==> config.mk <==
export PLATFORM = sky130hd
export DESIGN_NAME = ah_write_ctrl
export DESIGN_NICKNAME = d
export VERILOG_FILES = /design/src/rtl/ah_write_ctrl.sv
export SDC_FILE = /design/constraint.sdc
export NUM_CORES = 1
export LEC_CHECK = 0
export CAP_MARGIN = 20
export CORE_AREA = 2 2 95 97
export CTS_CLUSTER_DIAMETER = 60
export CTS_CLUSTER_SIZE = 14
export DETAILED_ROUTE_END_ITERATION = 16
export DIE_AREA = 0 0 97 99
export PLACE_DENSITY = 0.93
export REMOVE_ABC_BUFFERS = 1
export SLEW_MARGIN = 40
export SYNTH_ARGS = -nofsm -noshare
export SYNTH_HDL_FRONTEND = slang
export SYNTH_SLANG_ARGS = --single-unit
==> constraint.sdc <==
create_clock -name clk -period 6.1 [get_ports clk]
set_clock_uncertainty 0.1 [all_clocks]
set_input_delay 0.61 -clock clk [delete_from_list [all_inputs] [get_ports clk]]
set_output_delay 0.61 -clock clk [all_outputs]
set_load 0.005 [all_outputs]
==> src/rtl/ah_write_ctrl.sv <==
// ah_write_ctrl: Nios-started Avalon write controller streaming 16-bit words.
// Optional running checksum built when AH_WR_CHECKSUM_EN is defined.
module ah_write_ctrl #(
    parameter int ADDR_W = 22,
    parameter int DATA_W = 16
) (
    input  logic              clk,
    input  logic              reset,
    input  logic [31:0]       write_addr,
    input  logic [31:0]       size,
    input  logic              write_en,
    output logic              wr_busy,
    output logic              wr_done,
    output logic [31:0]       wr_checksum,
    input  logic [DATA_W-1:0] in_data,
    input  logic              in_valid,
    output logic              in_ready,
    output logic              control_fixed_location,
    output logic [ADDR_W-1:0] control_write_base,
    output logic [ADDR_W-1:0] control_write_length,
    output logic              control_go,
    input  logic              control_done,
    output logic              user_write_buffer,
    output logic [DATA_W-1:0] user_buffer_data,
    input  logic              user_buffer_full
);

    typedef enum logic [2:0] {
        IDLE,
        GO,
        STREAM,
        WAIT_DONE,
        DONE
    } state_t;

    state_t              state_q, state_d;
    logic [ADDR_W-2:0]   words_q, words_d;
    logic [ADDR_W-1:0]   base_q, base_d;
    logic [ADDR_W-1:0]   len_q, len_d;
    logic                busy_q, busy_d;
    logic                done_q, done_d;
    logic                seen_q, seen_d;
    logic                push;
`ifdef AH_WR_CHECKSUM_EN
    logic [31:0]         cks_q, cks_d;
`endif

    // High address/size bits and size[0] are dropped on purpose.
    logic unused_bits;
    assign unused_bits = ^{write_addr[31:ADDR_W],
                           size[31:ADDR_W], size[0]};

    // Next-state, datapath updates and handshake decode.
    always_comb begin
        state_d    = state_q;
        words_d    = words_q;
        base_d     = base_q;
        len_d      = len_q;
        busy_d     = busy_q;
        done_d     = 1'b0;
        seen_d     = seen_q;
        in_ready   = 1'b0;
        push       = 1'b0;
        control_go = 1'b0;
`ifdef AH_WR_CHECKSUM_EN
        cks_d      = cks_q;
`endif
        unique case (1'b1)
            (state_q == IDLE): begin
                if (write_en) begin
                    base_d  = write_addr[ADDR_W-1:0];
                    len_d   = {size[ADDR_W-1:1], 1'b0};
                    words_d = size[ADDR_W-1:1];
                    busy_d  = 1'b1;
                    seen_d  = 1'b0;
`ifdef AH_WR_CHECKSUM_EN
                    cks_d   = '0;
`endif
                    if (size[ADDR_W-1:1] == '0) begin
                        state_d = DONE;
                    end else begin
                        state_d = GO;
                    end
                end
            end
            (state_q == GO): begin
                control_go = 1'b1;
                if (control_done) seen_d = 1'b1;
                state_d = STREAM;
            end
            (state_q == STREAM): begin
                in_ready = !user_buffer_full && (words_q != '0);
                push     = in_valid && in_ready;
                if (control_done) seen_d = 1'b1;
                if (push) begin
                    words_d = words_q - 1'b1;
`ifdef AH_WR_CHECKSUM_EN
                    cks_d   = cks_q + 32'(in_data);
`endif
                    if (words_q == 1) state_d = WAIT_DONE;
                end
            end
            (state_q == WAIT_DONE): begin
                if (control_done) seen_d = 1'b1;
                if (seen_q || control_done) state_d = DONE;
            end
            (state_q == DONE): begin
                done_d  = 1'b1;
                busy_d  = 1'b0;
                seen_d  = 1'b0;
                state_d = IDLE;
            end
            default: begin
                state_d = IDLE;
            end
        endcase
    end

    // State and control registers with synchronous reset.
    always_ff @(posedge clk) begin
        if (reset) begin
            state_q <= IDLE;
            words_q <= '0;
            base_q  <= '0;
            len_q   <= '0;
            busy_q  <= 1'b0;
            done_q  <= 1'b0;
            seen_q  <= 1'b0;
        end else begin
            state_q <= state_d;
            words_q <= words_d;
            base_q  <= base_d;
            len_q   <= len_d;
            busy_q  <= busy_d;
            done_q  <= done_d;
            seen_q  <= seen_d;
        end
    end

`ifdef AH_WR_CHECKSUM_EN
    // Running sum of accepted words, held after completion.
    always_ff @(posedge clk) begin
        if (reset) begin
            cks_q <= '0;
        end else begin
            cks_q <= cks_d;
        end
    end
    assign wr_checksum = cks_q;
`else
    assign wr_checksum = '0;
`endif

    assign wr_busy                = busy_q;
    assign wr_done                = done_q;
    assign control_fixed_location = 1'b0;
    assign control_write_base     = base_q;
    assign control_write_length   = len_q;
    assign user_write_buffer      = push;
    assign user_buffer_data       = push ? in_data : '0;

endmodule

==> results of run 1 <==
## how the worst max path moves through the flow
stage	start	endpoint	slack, ns
after floorplan	state_q[1]	user_buffer_data[0]	2.54
after global placement	in_valid	user_buffer_data[7]	2.65
after detailed placement	in_valid	user_buffer_data[11]	2.84
after CTS	words_q[9]	user_buffer_data[11]	2.47
after global routing	words_q[5]	user_buffer_data[14]	2.29
final	words_q[5]	user_buffer_data[11]	2.47
## stage by stage
step           setup slack [ns]  std cells  util (%)  total power [mW]
6_report                  2.467        700     57.92             1.368
5_1_grt                   2.288        700     57.92             1.447
3_3_place_gp              2.646        684     55.91             1.033
3_5_place_dp              2.841        684     56.00             1.055
4_1_cts                   2.474        700     57.86             1.370
2_1_floorplan             2.538        445         -            0.8467
## cells in the mapped netlist, types with 4 or more instances
cell type	n
sky130_fd_sc_hd__a21o_1	8
sky130_fd_sc_hd__a21oi_1	74
sky130_fd_sc_hd__and2_1	17
sky130_fd_sc_hd__buf_2	5
sky130_fd_sc_hd__buf_4	34
sky130_fd_sc_hd__clkbuf_1	29
sky130_fd_sc_hd__dfxtp_1	70
sky130_fd_sc_hd__inv_1	5
sky130_fd_sc_hd__nand2_1	108
sky130_fd_sc_hd__nand3_1	8
sky130_fd_sc_hd__nand4_1	4
sky130_fd_sc_hd__nor2_1	24
sky130_fd_sc_hd__nor3_1	7
sky130_fd_sc_hd__nor3b_1	5
sky130_fd_sc_hd__nor4_1	9
sky130_fd_sc_hd__o21ai_0	17
sky130_fd_sc_hd__o31ai_1	4
sky130_fd_sc_hd__or4_1	4
## registers in the layout (all words and copies together), names as in the netlist
register and flops:
control_write_base 22, control_write_length 21, words_q 21, state_q 3
seen_q 1, wr_busy 1, wr_done 1
## cell families (layout without fill, tap and decap cells)
logic type               count (synthesis)  in the layout  synth area share [%]
other                                    1             34                0.1038
flip-flops                              70             70                 38.79
buffers and inverters                   74            152                 11.43
AO/OA/AOI/OAI                          126            126                 20.40
adder cells (fa/ha/maj)                  3              3                 1.039
multiplexers                             2              2                0.5888
AND/OR/NAND/NOR                        205            205                 27.64
## routing by layer
layer  up-vias  wire length (µm)
met5         -                 0
met3        27               698
met4         0               214
met2       159              4906
li1       1798                 -
met1      1675              3935
## tightest hold or removal path: stages (launching register included)
cell and delay [ns]:
sky130_fd_sc_hd__dfxtp_1 0.31, sky130_fd_sc_hd__nand2_1 0.05, sky130_fd_sc_hd__a21oi_1 0.05
## power groups by stage
stage	clock [mW]	sequential (mW)	combinational, mW
2_1_floorplan	0	0.569	0.277
3_3_place_gp	0	0.571	0.463
3_5_place_dp	0	0.575	0.480
4_1_cts	0.323	0.565	0.482
5_1_grt	0.342	0.573	0.532
6_report	0.315	0.567	0.487
## cell type report
| type | count | share of cell area, % |
|---|---|---|
| Clock inverter | 4 | 0.4800 |
| Clock buffer | 12 | 2.729 |
| Sequential cell | 70 | 28.30 |
| Inverter | 5 | 0.3790 |
| Multi-Input combinational cell | 370 | 39.16 |
| Tap cell | 108 | 2.729 |
| Timing Repair Buffer | 131 | 26.23 |
==> reports/results.txt, run 1 <==
The run finished with clean final reports. Global routing finished with a remaining overflow of 0. After routing the design area is 0.004952 mm². Data on the critical path arrives at its endpoint at 2.92 ns. In the layout the commonest cells are sky130_fd_sc_hd__clkdlybuf4s50_1 (127), sky130_fd_sc_hd__nand2_1 (108), sky130_fd_sc_hd__a21oi_1 (74). Buffers inserted during clock tree synthesis total 9. Buffers inserted to repair hold after CTS numbered 0. Dividing the detail-routed wire length by the instance count gives 13.93 µm.

Setup-violating endpoint count in the final report: 0. The number of synthesis warnings was 0; the area inside the core boundary was 0.008551 mm². In this run the cell area measured after placement is 0.004788 mm².

Counting the fill cells in the layout gives 752. During placement, the flow inserted port buffers numbering 128. Number of diodes: 0. The worst hold path startpoint was control_write_base[20]. The instance count along the most critical hold path came out at 2.

Counting buffers and inverters, the worst setup path is 5 cells deep. Critical path start-end classification: reg2out. Row generation in the floorplan step produced 34 rows. The layout net count is 676. Pin placement for this block handled 184 I/O pins.

The final route contains 3659 vias. For this configuration, the core starts out at a cell density of 42.24%. TritonCTS built the clock tree. The first global-routing pass estimated 15.43 mm of wire. The tools report the count of final hold-check violations as 0.

The post-detailed-route DRC marker count is 0, and the transition time at the pin with the least slew margin is 0.7720 ns. Largest fanout on the critical path: 19. The logs give 76 for the largest net degree at the start of global routing and 2 for the largest buffer count on any clock path. Counting flops with an async set or reset pin after synthesis yields a share of 0%.

Measured against its own limit, the worst slew margin works out to 48.53%. For the maximum vdd drop, the log shows 0.1192 mV. The highest clock rate was 275.3 MHz; the area used by sequential logic in the layout was 0.001401 mm².

The number of global-route vias before repair was 3366. The share of the clock period used by the worst path works out to 59.56%. The part of the total power dissipated in sequential elements was 41.4%; the count of instances resized after the clock tree is built was 0.

The number of setup buffers added after CTS is 0. The initial antenna violation count was 0. The H-tree level count is 3. The final number of max-transition violations was 0. Of the post-synthesis cell area, the dominant cell type holds 38.79%. The tools report the startpoint type of the worst setup path as a flop. The first detailed-routing pass took 5 iterations. The shortest clock period the worst path allows after layout is 3.633 ns.

Setup repair after global routing left no endpoint under its margin. Counting flops with a built-in enable in the synthesized netlist gives 0. The run gives 52 as the unique cell type count in the Yosys netlist. For hold timing, the worst endpoint is control_write_base[20]. The tools report the total track usage as 19.21%. The post-synthesis sequential area ratio came out at 38.79%. The switching power is 0.4900 mW. The number of sinks on the clock net came out at 70.

At the worst endpoint, the required time is 5.39 ns. The worst register-to-register path begins at words_q[1]. The library cell used most frequently in the layout, excluding fill and tap cells, is sky130_fd_sc_hd__clkdlybuf4s50_1. The first routing iteration left 268 violations.

Among all stages on the critical path, the largest delay is contributed by sky130_fd_sc_hd__nor4_1. For this run, global-route usage on met1 was measured as 22.03%. In this run the remaining antenna-violating nets after routing total 0. After legalization and detailed placement, the total HPWL measured 7.004 mm. The average vias per placed instance is 5.227. For this design the static power due to leakage is 1.857 nW. The leading register cell type out of synthesis was sky130_fd_sc_hd__dfxtp_1.

In the final layout, the share of cells above drive strength 1 is 5.405%. The cell area power density was 276.3 mW/mm². Clock tree synthesis selected as its root buffer the cell sky130_fd_sc_hd__clkbuf_8.

The setup slack of the most critical reg-to-reg path came out at 3.45 ns. The met3 demand-to-capacity share in global routing was 5.957%; the height of the die was 99 µm. The gate count after technology mapping is 481, and the total wirelength of the detailed-routed design is 9.754 mm.

The logs give 0 ns for the total negative slack for setup checks and 0.8784 mW for the cell internal power dissipation. The kind of cell with the highest combined delay along the critical path is simple AND/OR/NAND/NOR gates. After synthesis, the cell types taking the most area are sky130_fd_sc_hd__dfxtp_1 (39%), sky130_fd_sc_hd__nand2_1 (11%), sky130_fd_sc_hd__a21oi_1 (10%), sky130_fd_sc_hd__buf_4 (7.1%), sky130_fd_sc_hd__clkbuf_1 (3.0%). Number of max-capacitance violations reported: 0. After synthesis the netlist holds a flip-flop and latch count of 70. From synthesis to final layout, the design area changed by 37.10%. After synthesis the cells add up to 0.003612 mm². The total buffers and inverters traversed by the critical path was 1; the die area was 0.009603 mm².

After clock tree synthesis, the clock-pin slew on the worst setup and hold paths is 0.07 ns. Busiest layer in global routing: met2. The run gives 23.0% as the clock group share of total power.

Summing all multi-input logic gate instances after layout gives 0.001939 mm². Traced cell by cell, the critical path runs through nor4_1, and4_1, a41oi_2, and2_1, clkdlybuf4s50_1. In this run switching power makes up 35.81% of total power. Routability-driven placement finished with a final weighted congestion of 0.8437. In this run the worst hold path is classified as reg2reg. Averaged over all synthesized cells, the footprint is 7.510 µm². For this run, global-route usage on met2 was measured as 33.44%.

For this run, the slowest stage of the critical path takes 0.53 ns. The count of cells along the worst register-to-register path was 7. Reg-to-reg critical path endpoint: words_q[18].

The clock insertion delay at the later pin of the skew report was 0.34 ns; the share of total power in combinational logic was 35.6%. The smallest hold slack was 0.3530 ns. The worst setup path is captured at an output port.

sky130_fd_sc_hd__dfxtp_1 takes more of the synthesized area than any other cell. The die width works out to 97 µm.
Power figures use the tool's default switching activity.
==> run 2, diff against run 1 <==
- CORE_AREA: 2 2 95 97 -> 2 2 99 101
- DIE_AREA: 0 0 97 99 -> 0 0 101 103
- PLACE_DENSITY: 0.93 -> 0.87
- clock period: 6.1 -> 3.56 ns (I/O delays scaled with it)
==> run 2 against run 1 <==
Compared with the run above:
- first-iteration DRC count rose by 3.4%
- clock power increased to 2.6 times the previous value
- register-to-register slack got worse by 2.6 ns
- global-route usage fell by 0.98 points
- critical path depth did not move
- count of clock-buffer cells in the layout fell by 1
- worst hold slack better by 0.0011 ns
- sequential cell count unchanged
- sequential power increased by 71%
- combinational power grew 72%
==> reports/results.txt, run 2 (synthesis gave the netlist of run 1 again) <==
After clock tree synthesis, the repair step resized 0 gates. The clock passes through at most 2 buffers. After clock tree synthesis, the flow added hold-fix buffers numbering 0.

Total half-perimeter wirelength after legalization and detailed placement: 6.904 mm. At the later pin of the worst-skew pair, clock insertion delay measures 0.35 ns. The multi-input combinational cells in the finished layout cover a total of 0.001939 mm².

Cell area power density: 516.6 mW/mm². The die is 101 µm wide. The run finished with clean final reports. In this run the number of H-tree levels came out at 3. In the global route stage, overall resource usage came out at 18.23%.

The first detailed-routing pass ran for 5 iterations. The initial cell density of the core was 38.19%; the port buffer count was 128. Share of the clock period used by the worst path: 93.58%.

The cell at the root of the clock tree is sky130_fd_sc_hd__clkbuf_8. The share of post-route cells with drive strength above 1 is 6.071%, and the setup slack of the most critical reg-to-reg path is 0.89 ns. The first global-routing pass estimated 15.31 mm of wire.

The largest fanout on the critical path works out to 19. TritonCTS built the clock tree. Power comes to 2.617 mW. After global routing the overflow that remains totals 0. The class of the most critical hold timing path was reg2reg.

The final number of max-transition violations was 0. The per-cell routed wire length was 13.80 µm; the leakage component of the power was 1.908 nW. The count of final hold-check violations was 0. Once detail routing completed, the nets flagged for antenna violations numbered 0. Max-cap violations in this run came to 0. For the pin with the worst max-slew slack, the measured transition is 0.6587 ns. The layout has 841 filler cells. The shortest clock period the worst path allows after layout was 3.331 ns. The tools report the number of global-route vias before repair as 3324. For the worst setup path, the data required time is 3.10 ns. The relative slew slack was 56.09%.

In the layout the commonest cells are sky130_fd_sc_hd__clkdlybuf4s50_1 (127), sky130_fd_sc_hd__nand2_1 (108), sky130_fd_sc_hd__a21oi_1 (74). Summed over all failing endpoints, the final setup total negative slack is 0 ns. The routed design has 9.754 mm of wire. Setup repair after global routing left no endpoint under its margin.

The kind of end point of the critical path is an output port. In this run, CTS created clock tree buffers numbering 9. The largest net degree at the start of global routing is 52, and the number of vias in the routed layout is 3693. The die area was 0.01040 mm²; the number of flip-flops under the largest register name was 22.

Including well taps, the total number of placed cells is 691. The net count of the finished layout is 677. DRC marker count from the first detailed-route iteration: 277. The routability congestion estimate was 0.8541; the area inside the core boundary was 0.009459 mm². The maximum vdd drop came out at 0.1803 mV.

The clock slew at the register clock pins of the worst setup and hold paths was 0.07 ns. Utilization after layout: 53.56%. In this run the count of I/O pins placed on the die edge is 184. The tree built by TritonCTS fans out to 70 sinks. From synthesis to final layout, the design area changed by 40.25%. For the count of non-filler cells in the finished layout, the log shows 707. Startpoint type of the worst setup path: a flop.

The average vias per placed instance is 5.223. The library cell used most frequently in the layout, excluding fill and tap cells, is sky130_fd_sc_hd__clkdlybuf4s50_1. STA puts the critical path data arrival time at 2.88 ns. The tools report the standard-cell row count as 36. The run gives 0 as the total setup buffers inserted after CTS. The critical path is of the reg2out type. The height of the die was 103 µm; the area used by sequential logic in the layout was 0.001401 mm². The highest clock rate was 300.2 MHz; the number of diodes was 0. The setup-violating endpoint count in the final report was 0. In the routed design, unresolved DRC markers number 0. The initial antenna violation count came out at 0.
run 2: final timing paths:
path | startpoint | end | cells past startpoint
max reg2reg | words_q[0] | words_q[14] | 7
min | control_write_length[8] | control_write_length[8] | 2
min reg2reg | control_write_length[8] | control_write_length[8] | 2
max | words_q[5] | user_buffer_data[6] | 5
run 2: layer usage:
metal	part of all wire (%)	GRT usage, %	routed length, µm
met3	6.9	2.847	674
met1	41	21.82	3957
met4	2.5	8.732	240
met2	50	32.05	4881
met5	0	0	0
run 2: worst max-delay path, cell delays in order (launching register included):
cell,delay [ns]
sky130_fd_sc_hd__dfxtp_1,0.36
sky130_fd_sc_hd__nor4_1,0.50
sky130_fd_sc_hd__and4_1,0.47
sky130_fd_sc_hd__a41oi_2,0.43
sky130_fd_sc_hd__and2_1,0.32
sky130_fd_sc_hd__clkdlybuf4s50_1,0.45
run 2: where the power goes:
part	switching (mW)	leakage (nW)	internal [mW]
clock network	0.305	0.130	0.505
registers	0.0874	0.575	0.883
logic	0.464	1.20	0.372
run 2: per-stage QoR:
| stage | worst slack [ns] | hold slack [ns] | instance area (µm²) |
|---|---|---|---|
| floorplan | 0.2523 | 0.3206 | 3342 |
| global placement | 0.5217 | 0.3409 | 4796 |
| detailed placement | 0.6258 | 0.3462 | 4806 |
| CTS | 0.2447 | 0.3559 | 5061 |
| global route | 0.02617 | 0.3726 | 5066 |
| finish | 0.2286 | 0.3540 | 5066 |
run 2: cell type report:
cell class                 count  area share [%]
timing repair buffer         132           25.83
clock buffer                  11           2.988
sequential                    70           27.66
inverter                       5          0.3705
multi-input combinational    370           38.28
clock inverter                 5           2.050
tap                          114           2.816
